File: src/rtl/gate_arbiter_if.sv
// Bundle of lane request, passage sensor, grant/gate drive and occupancy status
// signals shared between the lanes and the gate arbiter.
interface gate_arbiter_if #(
    parameter int CNT_W = 4
);
    logic             req_entry;
    logic             req_exit;
    logic             passed;
    logic             gnt_entry;
    logic             gnt_exit;
    logic             open_gate;
    logic             close_gate;
    logic             busy;
    logic             timeout_err;
    logic [CNT_W-1:0] occupancy;
    logic             full;

    // Lane/sensor side: raises requests and reports passage.
    modport master (
        output req_entry,
        output req_exit,
        output passed,
        input  gnt_entry,
        input  gnt_exit,
        input  open_gate,
        input  close_gate,
        input  busy,
        input  timeout_err,
        input  occupancy,
        input  full
    );

    // Arbiter side.
    modport slave (
        input  req_entry,
        input  req_exit,
        input  passed,
        output gnt_entry,
        output gnt_exit,
        output open_gate,
        output close_gate,
        output busy,
        output timeout_err,
        output occupancy,
        output full
    );
endinterface

File: src/rtl/gate_arbiter.sv
// Shares one parking barrier between entry and exit lanes, tracks lot occupancy and
// aborts grants without passage. Optional macro OCCUPANCY_LIMIT_EN masks entry when full.
module gate_arbiter #(
    parameter int CAPACITY       = 8,
    parameter int CNT_W          = 4,
    parameter int TIMEOUT_CYCLES = 16
) (
    input  logic          clk,
    input  logic          rst,
    gate_arbiter_if.slave bus
);
    localparam int               TMR_W    = (TIMEOUT_CYCLES > 1) ? $clog2(TIMEOUT_CYCLES) : 1;
    localparam logic [TMR_W-1:0] TMR_LAST = TMR_W'(TIMEOUT_CYCLES - 1);
    localparam logic [CNT_W-1:0] CNT_CAP  = CNT_W'(CAPACITY);

    typedef enum logic [1:0] {
        ST_IDLE  = 2'd0,
        ST_OPEN  = 2'd1,
        ST_CLOSE = 2'd2
    } state_t;

    typedef enum logic {
        LANE_ENTRY = 1'b0,
        LANE_EXIT  = 1'b1
    } lane_t;

    function automatic logic [CNT_W-1:0] sat_inc(input logic [CNT_W-1:0] cnt);
        if (cnt >= CNT_CAP) begin
            return CNT_CAP;
        end else begin
            return cnt + CNT_W'(1);
        end
    endfunction

    function automatic logic [CNT_W-1:0] sat_dec(input logic [CNT_W-1:0] cnt);
        if (cnt == {CNT_W{1'b0}}) begin
            return {CNT_W{1'b0}};
        end else begin
            return cnt - CNT_W'(1);
        end
    endfunction

    state_t           state_r;
    state_t           state_nxt_s;
    lane_t            last_served_r;
    lane_t            last_served_nxt_s;
    logic [TMR_W-1:0] timer_r;
    logic [TMR_W-1:0] timer_nxt_s;
    logic [CNT_W-1:0] occ_r;
    logic [CNT_W-1:0] occ_nxt_s;
    logic             timeout_nxt_s;
    logic             entry_eff_s;
    logic             full_s;

    logic             gnt_entry_r;
    logic             gnt_exit_r;
    logic             open_gate_r;
    logic             close_gate_r;
    logic             busy_r;
    logic             timeout_err_r;
    logic             gnt_entry_nxt_s;
    logic             gnt_exit_nxt_s;
    logic             open_gate_nxt_s;
    logic             close_gate_nxt_s;
    logic             busy_nxt_s;

    assign full_s = (occ_r == CNT_CAP);

`ifdef OCCUPANCY_LIMIT_EN
    // A full lot hides the entry request from arbitration entirely.
    assign entry_eff_s = bus.req_entry & ~full_s;
`else
    assign entry_eff_s = bus.req_entry;
`endif

    // State, round-robin pointer, OPEN timer and occupancy registers.
    always_ff @(posedge clk or posedge rst) begin
        if (rst) begin
            state_r       <= ST_IDLE;
            last_served_r <= LANE_ENTRY;
            timer_r       <= {TMR_W{1'b0}};
            occ_r         <= {CNT_W{1'b0}};
        end else begin
            state_r       <= state_nxt_s;
            last_served_r <= last_served_nxt_s;
            timer_r       <= timer_nxt_s;
            occ_r         <= occ_nxt_s;
        end
    end

    // Next-state, arbitration, timeout and occupancy update.
    always_comb begin
        state_nxt_s       = state_r;
        last_served_nxt_s = last_served_r;
        timer_nxt_s       = timer_r;
        occ_nxt_s         = occ_r;
        timeout_nxt_s     = 1'b0;
        case (state_r)
            ST_IDLE: begin
                timer_nxt_s = {TMR_W{1'b0}};
                if (entry_eff_s && bus.req_exit) begin
                    state_nxt_s       = ST_OPEN;
                    last_served_nxt_s = (last_served_r == LANE_ENTRY) ? LANE_EXIT : LANE_ENTRY;
                end else if (entry_eff_s) begin
                    state_nxt_s       = ST_OPEN;
                    last_served_nxt_s = LANE_ENTRY;
                end else if (bus.req_exit) begin
                    state_nxt_s       = ST_OPEN;
                    last_served_nxt_s = LANE_EXIT;
                end else begin
                    state_nxt_s = ST_IDLE;
                end
            end
            ST_OPEN: begin
                // Passage takes priority over a timer expiring on the same edge.
                if (bus.passed) begin
                    state_nxt_s = ST_CLOSE;
                    if (last_served_r == LANE_ENTRY) begin
                        occ_nxt_s = sat_inc(occ_r);
                    end else begin
                        occ_nxt_s = sat_dec(occ_r);
                    end
                end else if (timer_r == TMR_LAST) begin
                    state_nxt_s   = ST_CLOSE;
                    timeout_nxt_s = 1'b1;
                end else begin
                    timer_nxt_s = timer_r + TMR_W'(1);
                end
            end
            ST_CLOSE: begin
                state_nxt_s = ST_IDLE;
                timer_nxt_s = {TMR_W{1'b0}};
            end
            default: begin
                state_nxt_s = ST_IDLE;
                timer_nxt_s = {TMR_W{1'b0}};
            end
        endcase
    end

    // Output decode from the next state so the outputs can be registered.
    always_comb begin
        gnt_entry_nxt_s  = 1'b0;
        gnt_exit_nxt_s   = 1'b0;
        open_gate_nxt_s  = 1'b0;
        close_gate_nxt_s = 1'b1;
        busy_nxt_s       = 1'b0;
        case (state_nxt_s)
            ST_IDLE: begin
                busy_nxt_s = 1'b0;
            end
            ST_OPEN: begin
                gnt_entry_nxt_s  = (last_served_nxt_s == LANE_ENTRY);
                gnt_exit_nxt_s   = (last_served_nxt_s == LANE_EXIT);
                open_gate_nxt_s  = 1'b1;
                close_gate_nxt_s = 1'b0;
                busy_nxt_s       = 1'b1;
            end
            ST_CLOSE: begin
                busy_nxt_s = 1'b1;
            end
            default: begin
                busy_nxt_s = 1'b0;
            end
        endcase
    end

    // Registered gate and status outputs.
    always_ff @(posedge clk or posedge rst) begin
        if (rst) begin
            gnt_entry_r   <= 1'b0;
            gnt_exit_r    <= 1'b0;
            open_gate_r   <= 1'b0;
            close_gate_r  <= 1'b1;
            busy_r        <= 1'b0;
            timeout_err_r <= 1'b0;
        end else begin
            gnt_entry_r   <= gnt_entry_nxt_s;
            gnt_exit_r    <= gnt_exit_nxt_s;
            open_gate_r   <= open_gate_nxt_s;
            close_gate_r  <= close_gate_nxt_s;
            busy_r        <= busy_nxt_s;
            timeout_err_r <= timeout_nxt_s;
        end
    end

    assign bus.gnt_entry   = gnt_entry_r;
    assign bus.gnt_exit    = gnt_exit_r;
    assign bus.open_gate   = open_gate_r;
    assign bus.close_gate  = close_gate_r;
    assign bus.busy        = busy_r;
    assign bus.timeout_err = timeout_err_r;
    assign bus.occupancy   = occ_r;
    assign bus.full        = full_s;
endmodule

File: src/flat_wrapper.sv
// flat-port wrapper written by rule: the top's interface ports become plain ports
module gate_arbiter_flat 
#(
    parameter int CAPACITY       = 8,
    parameter int CNT_W          = 4,
    parameter int TIMEOUT_CYCLES = 16
)
  (clk, rst, bus_req_entry, bus_req_exit, bus_passed, bus_gnt_entry, bus_gnt_exit, bus_open_gate, bus_close_gate, bus_busy, bus_timeout_err, bus_occupancy, bus_full);
  gate_arbiter_if #(.CNT_W(CNT_W)) bus_i ();
  input  logic clk;
  input  logic rst;
  input wire logic [$bits(bus_i.req_entry)-1:0] bus_req_entry;
  input wire logic [$bits(bus_i.req_exit)-1:0] bus_req_exit;
  input wire logic [$bits(bus_i.passed)-1:0] bus_passed;
  output wire logic [$bits(bus_i.gnt_entry)-1:0] bus_gnt_entry;
  output wire logic [$bits(bus_i.gnt_exit)-1:0] bus_gnt_exit;
  output wire logic [$bits(bus_i.open_gate)-1:0] bus_open_gate;
  output wire logic [$bits(bus_i.close_gate)-1:0] bus_close_gate;
  output wire logic [$bits(bus_i.busy)-1:0] bus_busy;
  output wire logic [$bits(bus_i.timeout_err)-1:0] bus_timeout_err;
  output wire logic [$bits(bus_i.occupancy)-1:0] bus_occupancy;
  output wire logic [$bits(bus_i.full)-1:0] bus_full;
  assign bus_i.req_entry = bus_req_entry;
  assign bus_i.req_exit = bus_req_exit;
  assign bus_i.passed = bus_passed;
  assign bus_gnt_entry = bus_i.gnt_entry;
  assign bus_gnt_exit = bus_i.gnt_exit;
  assign bus_open_gate = bus_i.open_gate;
  assign bus_close_gate = bus_i.close_gate;
  assign bus_busy = bus_i.busy;
  assign bus_timeout_err = bus_i.timeout_err;
  assign bus_occupancy = bus_i.occupancy;
  assign bus_full = bus_i.full;
  gate_arbiter #(.CAPACITY(CAPACITY), .CNT_W(CNT_W), .TIMEOUT_CYCLES(TIMEOUT_CYCLES)) u_core (.clk(clk), .rst(rst), .bus(bus_i));
endmodule
File: config.mk
export PLATFORM = sky130hd
export DESIGN_NAME = gate_arbiter_flat
export DESIGN_NICKNAME = d
export VERILOG_FILES = /design/src/rtl/gate_arbiter_if.sv /design/src/rtl/gate_arbiter.sv /design/src/flat_wrapper.sv
export SDC_FILE = /design/constraint.sdc
export NUM_CORES = 1
export LEC_CHECK = 0
export CORE_AREA = 4 4 47 49
export DETAILED_ROUTE_END_ITERATION = 16
export DIE_AREA = 0 0 51 53
export HOLD_SLACK_MARGIN = 0.05
export PLACE_DENSITY = 0.73
export SLEW_MARGIN = 0
export SYNTH_ARGS = -nofsm -noshare
export SYNTH_HDL_FRONTEND = slang
export SYNTH_SLANG_ARGS = --single-unit
export TNS_END_PERCENT = 20
File: constraint.sdc
create_clock -name clk -period 2.45 [get_ports clk]
set_clock_uncertainty 0.2 [all_clocks]
set_input_delay 0.245 -clock clk [delete_from_list [all_inputs] [get_ports clk]]
set_output_delay 0.245 -clock clk [all_outputs]
set_load 0.1 [all_outputs]
==> out/metrics.csv <==
stage,metric,value,unit
outcome,status,"finished, final reports clean",
floorplanning,Core ar.,1860,µm²
setup_path,worst setup path class,reg2reg,
detailed_routing,antenna-violating nets left,0,
timing,Slew Limit Fails,0,
detailed_routing,drt pass-1 iters,3,
detailed_routing,drt wl/cell,12.0,µm
placement,IO buf count,15,
cts,"Hold-fix buffers, CTS",0,
timing,setup violators final,0,
synth,number of flops mapped to enable cells by yosys,0,
final_layout,"commonest cells after routing, fill and taps aside","16 x dfrtp_1, 10 x buf_4, 9 x inv_1",
cts,Root Buffer,clkbuf_4,
floorplanning,die area,2700,µm²
detailed_routing,DR iter-0 viols,4,
final_layout,layout cells sized above 1,19.6,%
setup_path,CP Cell Sequence,"ha_1, a31o_2, a211oi_1, ha_1, inv_1, nor2_1",
final_layout,"commonest non-fill, non-tap cell in the layout",dfrtp_1,
timing,period utilization,83.2,%
setup_path,crit path to,u_core.bus.gnt_entry,
setup_path,Critical Path Start Type,flop,
final_layout,Final nets,108,
synth,post-synth net total,90,
setup_path,worst r2r path cells,6,
setup_path,Setup crit start,u_core.timer_r[0],
global_routing,All-Layer GR Usage,13.2,%
cts,worst skew pair latency,0.29,ns
job,max-cap violations,0,
synth,Unique masters post-synth,36,
synth,Seq cells post-synth,17,
cts,CTS tree,done,
timing,Worst-Margin Slew,0.620,ns
cts,clock tree buffer depth,2,
global_routing,first-pass GRT wire length,2.60,mm
synth,Post-synth top flop,dfrtp_1,
final_layout,Layout Area Growth over Synthesis,22.5,%
floorplanning,DIE WIDTH,51,µm
cts,H-Tree Depth,1,
synth,Synth warnings,0,
setup_path,CP Capture Type,flop,
timing,unrepaired setup endpoints after global routing,false,
setup_path,Worst path top cell family by delay,compound AO/OA/AOI/OAI gates,
floorplanning,Initial Util,45.0,%
synth,"Async S/R FF share, synth",100,%
detailed_routing,routed vias,627,
cts,CTS sink count,17,
detailed_routing,Total Routed Length,1.48,mm
timing,highest clock rate,490,MHz
setup_path,Buf/Inv on CP,1,
synth,"Seq/Total Area, Yosys",50.9,%
cts,post-CTS setup buffer count,0,
placement,DP HPWL,1.08,mm
hold_path,worst hold path class,in2async,
cts,CTS resizes,0,
detailed_routing,Via-to-Cell Ratio,5.06,
timing,Final Hold Vio Count,0,
global_routing,GRT overflow,0,
global_routing,vias in the first global route,597,
timing,Final min period,2.04,ns
cts,clk slew on worst S/H paths,0.11,ns
floorplanning,die height,53,µm
final_layout,Storage cell area,427,µm²
placement,Routability Congestion,0.865,
setup_path,Critical Path Max Stage Delay,0.43,ns
global_routing,largest net degree at the start of global routing,18,
detailed_routing,DRC Markers,0,
synth,Cells after Synth,80,
setup_path,"most used cell, CP",ha_1,
setup_path,Worst EP arrival,2.07,ns
synth,Synth Area per Inst,10.5,µm²
final_layout,Multi-input gate area,368,µm²
timing,Slew HR,58.6,%
cts,CTS Buf Count,3,
synth,synthesized area,838,µm²
setup_path,crit path max-delay cell type,a211oi_1,
setup_path,"Max FO, Critical Path",5,
setup_path,FF-to-FF Start,u_core.timer_r[0],
setup_path,Crit. path cell count,6,
timing,Setup TNS Final,0,ns
setup_path,flop-to-flop setup slack,0.41,ns
final_layout,ANT cells,0,
setup_path,Crit path required time,2.49,ns
final_layout,Filler Cells Inserted,176,
global_routing,initial antenna violation count,0,
floorplanning,io pins,16,
setup_path,reg2reg end,u_core.bus.gnt_entry,
floorplanning,FP Rows,16,
==> area by class of cell <==
cell class,instances,share of cell area [%]
clock buffers,3,2.19
well taps,27,3.29
multi-input cells,52,35.8
repair buffers,15,13.2
inverters,9,3.29
flip-flops and latches,17,41.5
clock inverters,1,0.731
==> flip-flops by register name, summed over array words and instances, names as in the netlist <==
| name | cells |
|---|---|
| u_core.bus.gnt_exit | 1 |
| u_core.bus.gnt_entry | 1 |
| u_core.bus.close_gate | 1 |
| u_core.bus.timeout_err | 1 |
| u_core.last_served_r | 1 |
| u_core.timer_r | 4 |
| u_core.bus.occupancy | 4 |
| u_core.state_r | 2 |
| u_core.bus.busy | 1 |
| u_core.bus.open_gate | 1 |
==> Yosys cell counts, drive strengths merged, types with 2 or more instances <==
cell | number | area, µm²
nand2 | 3 | 11.3
o31ai | 2 | 15.0
nand3 | 2 | 10.0
dfrtp | 16 | 400
nor2 | 4 | 15.0
nor2b | 2 | 12.5
or4b | 2 | 20.0
inv | 9 | 33.8
a21oi | 4 | 20.0
o21ai | 5 | 28.8
nor3 | 3 | 15.0
ha | 5 | 62.6
a21o | 2 | 15.0
==> worst reg2reg max path, delay by kind of cell (launching register included) <==
family | cells | cell delay, ns
AO/OA/AOI/OAI | 2 | 0.72
adder cells (fa/ha/maj) | 2 | 0.51
buffers and inverters | 1 | 0.05
flip-flops | 1 | 0.42
AND/OR/NAND/NOR | 1 | 0.09
==> cells by family (layout without fill, tap and decap cells) <==
kind of cell | Yosys count | after routing | synth area share [%]
AOI/OAI and AO/OA | 21 | 21 | 17.2
buffers and inverters | 11 | 28 | 5.37
and+or+nand+nor | 25 | 25 | 18.1
DFF | 17 | 17 | 50.9
adders and majority gates | 5 | 5 | 7.46
xor gates and xnor gates | 1 | 1 | 1.04
==> stage by stage <==
stage               utilization, %  cells  setup WS [ns]  hold slack [ns]  area (µm²)
floorplan                        -     80          0.185          -0.0297         840
global placement              53.6    120          0.405            0.349         997
detailed placement            53.6    120          0.294            0.345         997
CTS                           55.2    124          0.386            0.146        1030
global route                  55.2    124          0.297            0.160        1030
finish                        55.2    124          0.410            0.121        1030
==> metal layers <==
layer | track usage [%] | vias to the layer above | routed length (µm) | part of all wire, %
met2 | 21.7 | 13 | 707 | 48
met3 | 5.07 | 2 | 69 | 4.7
li1 | - | 321 | - | -
met5 | 0 | - | 0 | 0
met4 | 5.38 | 0 | 7 | 0.47
met1 | 15.4 | 291 | 699 | 47
==> worst min path at each step <==
stage / from / end / slack, ns / cells after the start
finish: rst / u_core.bus.gnt_entry / 0.12 / 2
global route: rst / u_core.bus.busy / 0.16 / 2
CTS: rst / u_core.bus.gnt_exit / 0.15 / 2
detailed placement: u_core.timer_r[1] / u_core.timer_r[1] / 0.35 / 2
global placement: u_core.timer_r[1] / u_core.timer_r[1] / 0.35 / 2
floorplan: rst / u_core.bus.busy / -0.03 / 1
Power is not shown: default switching activity piles up to over one toggle a cycle in this logic, so the estimate is an artifact.
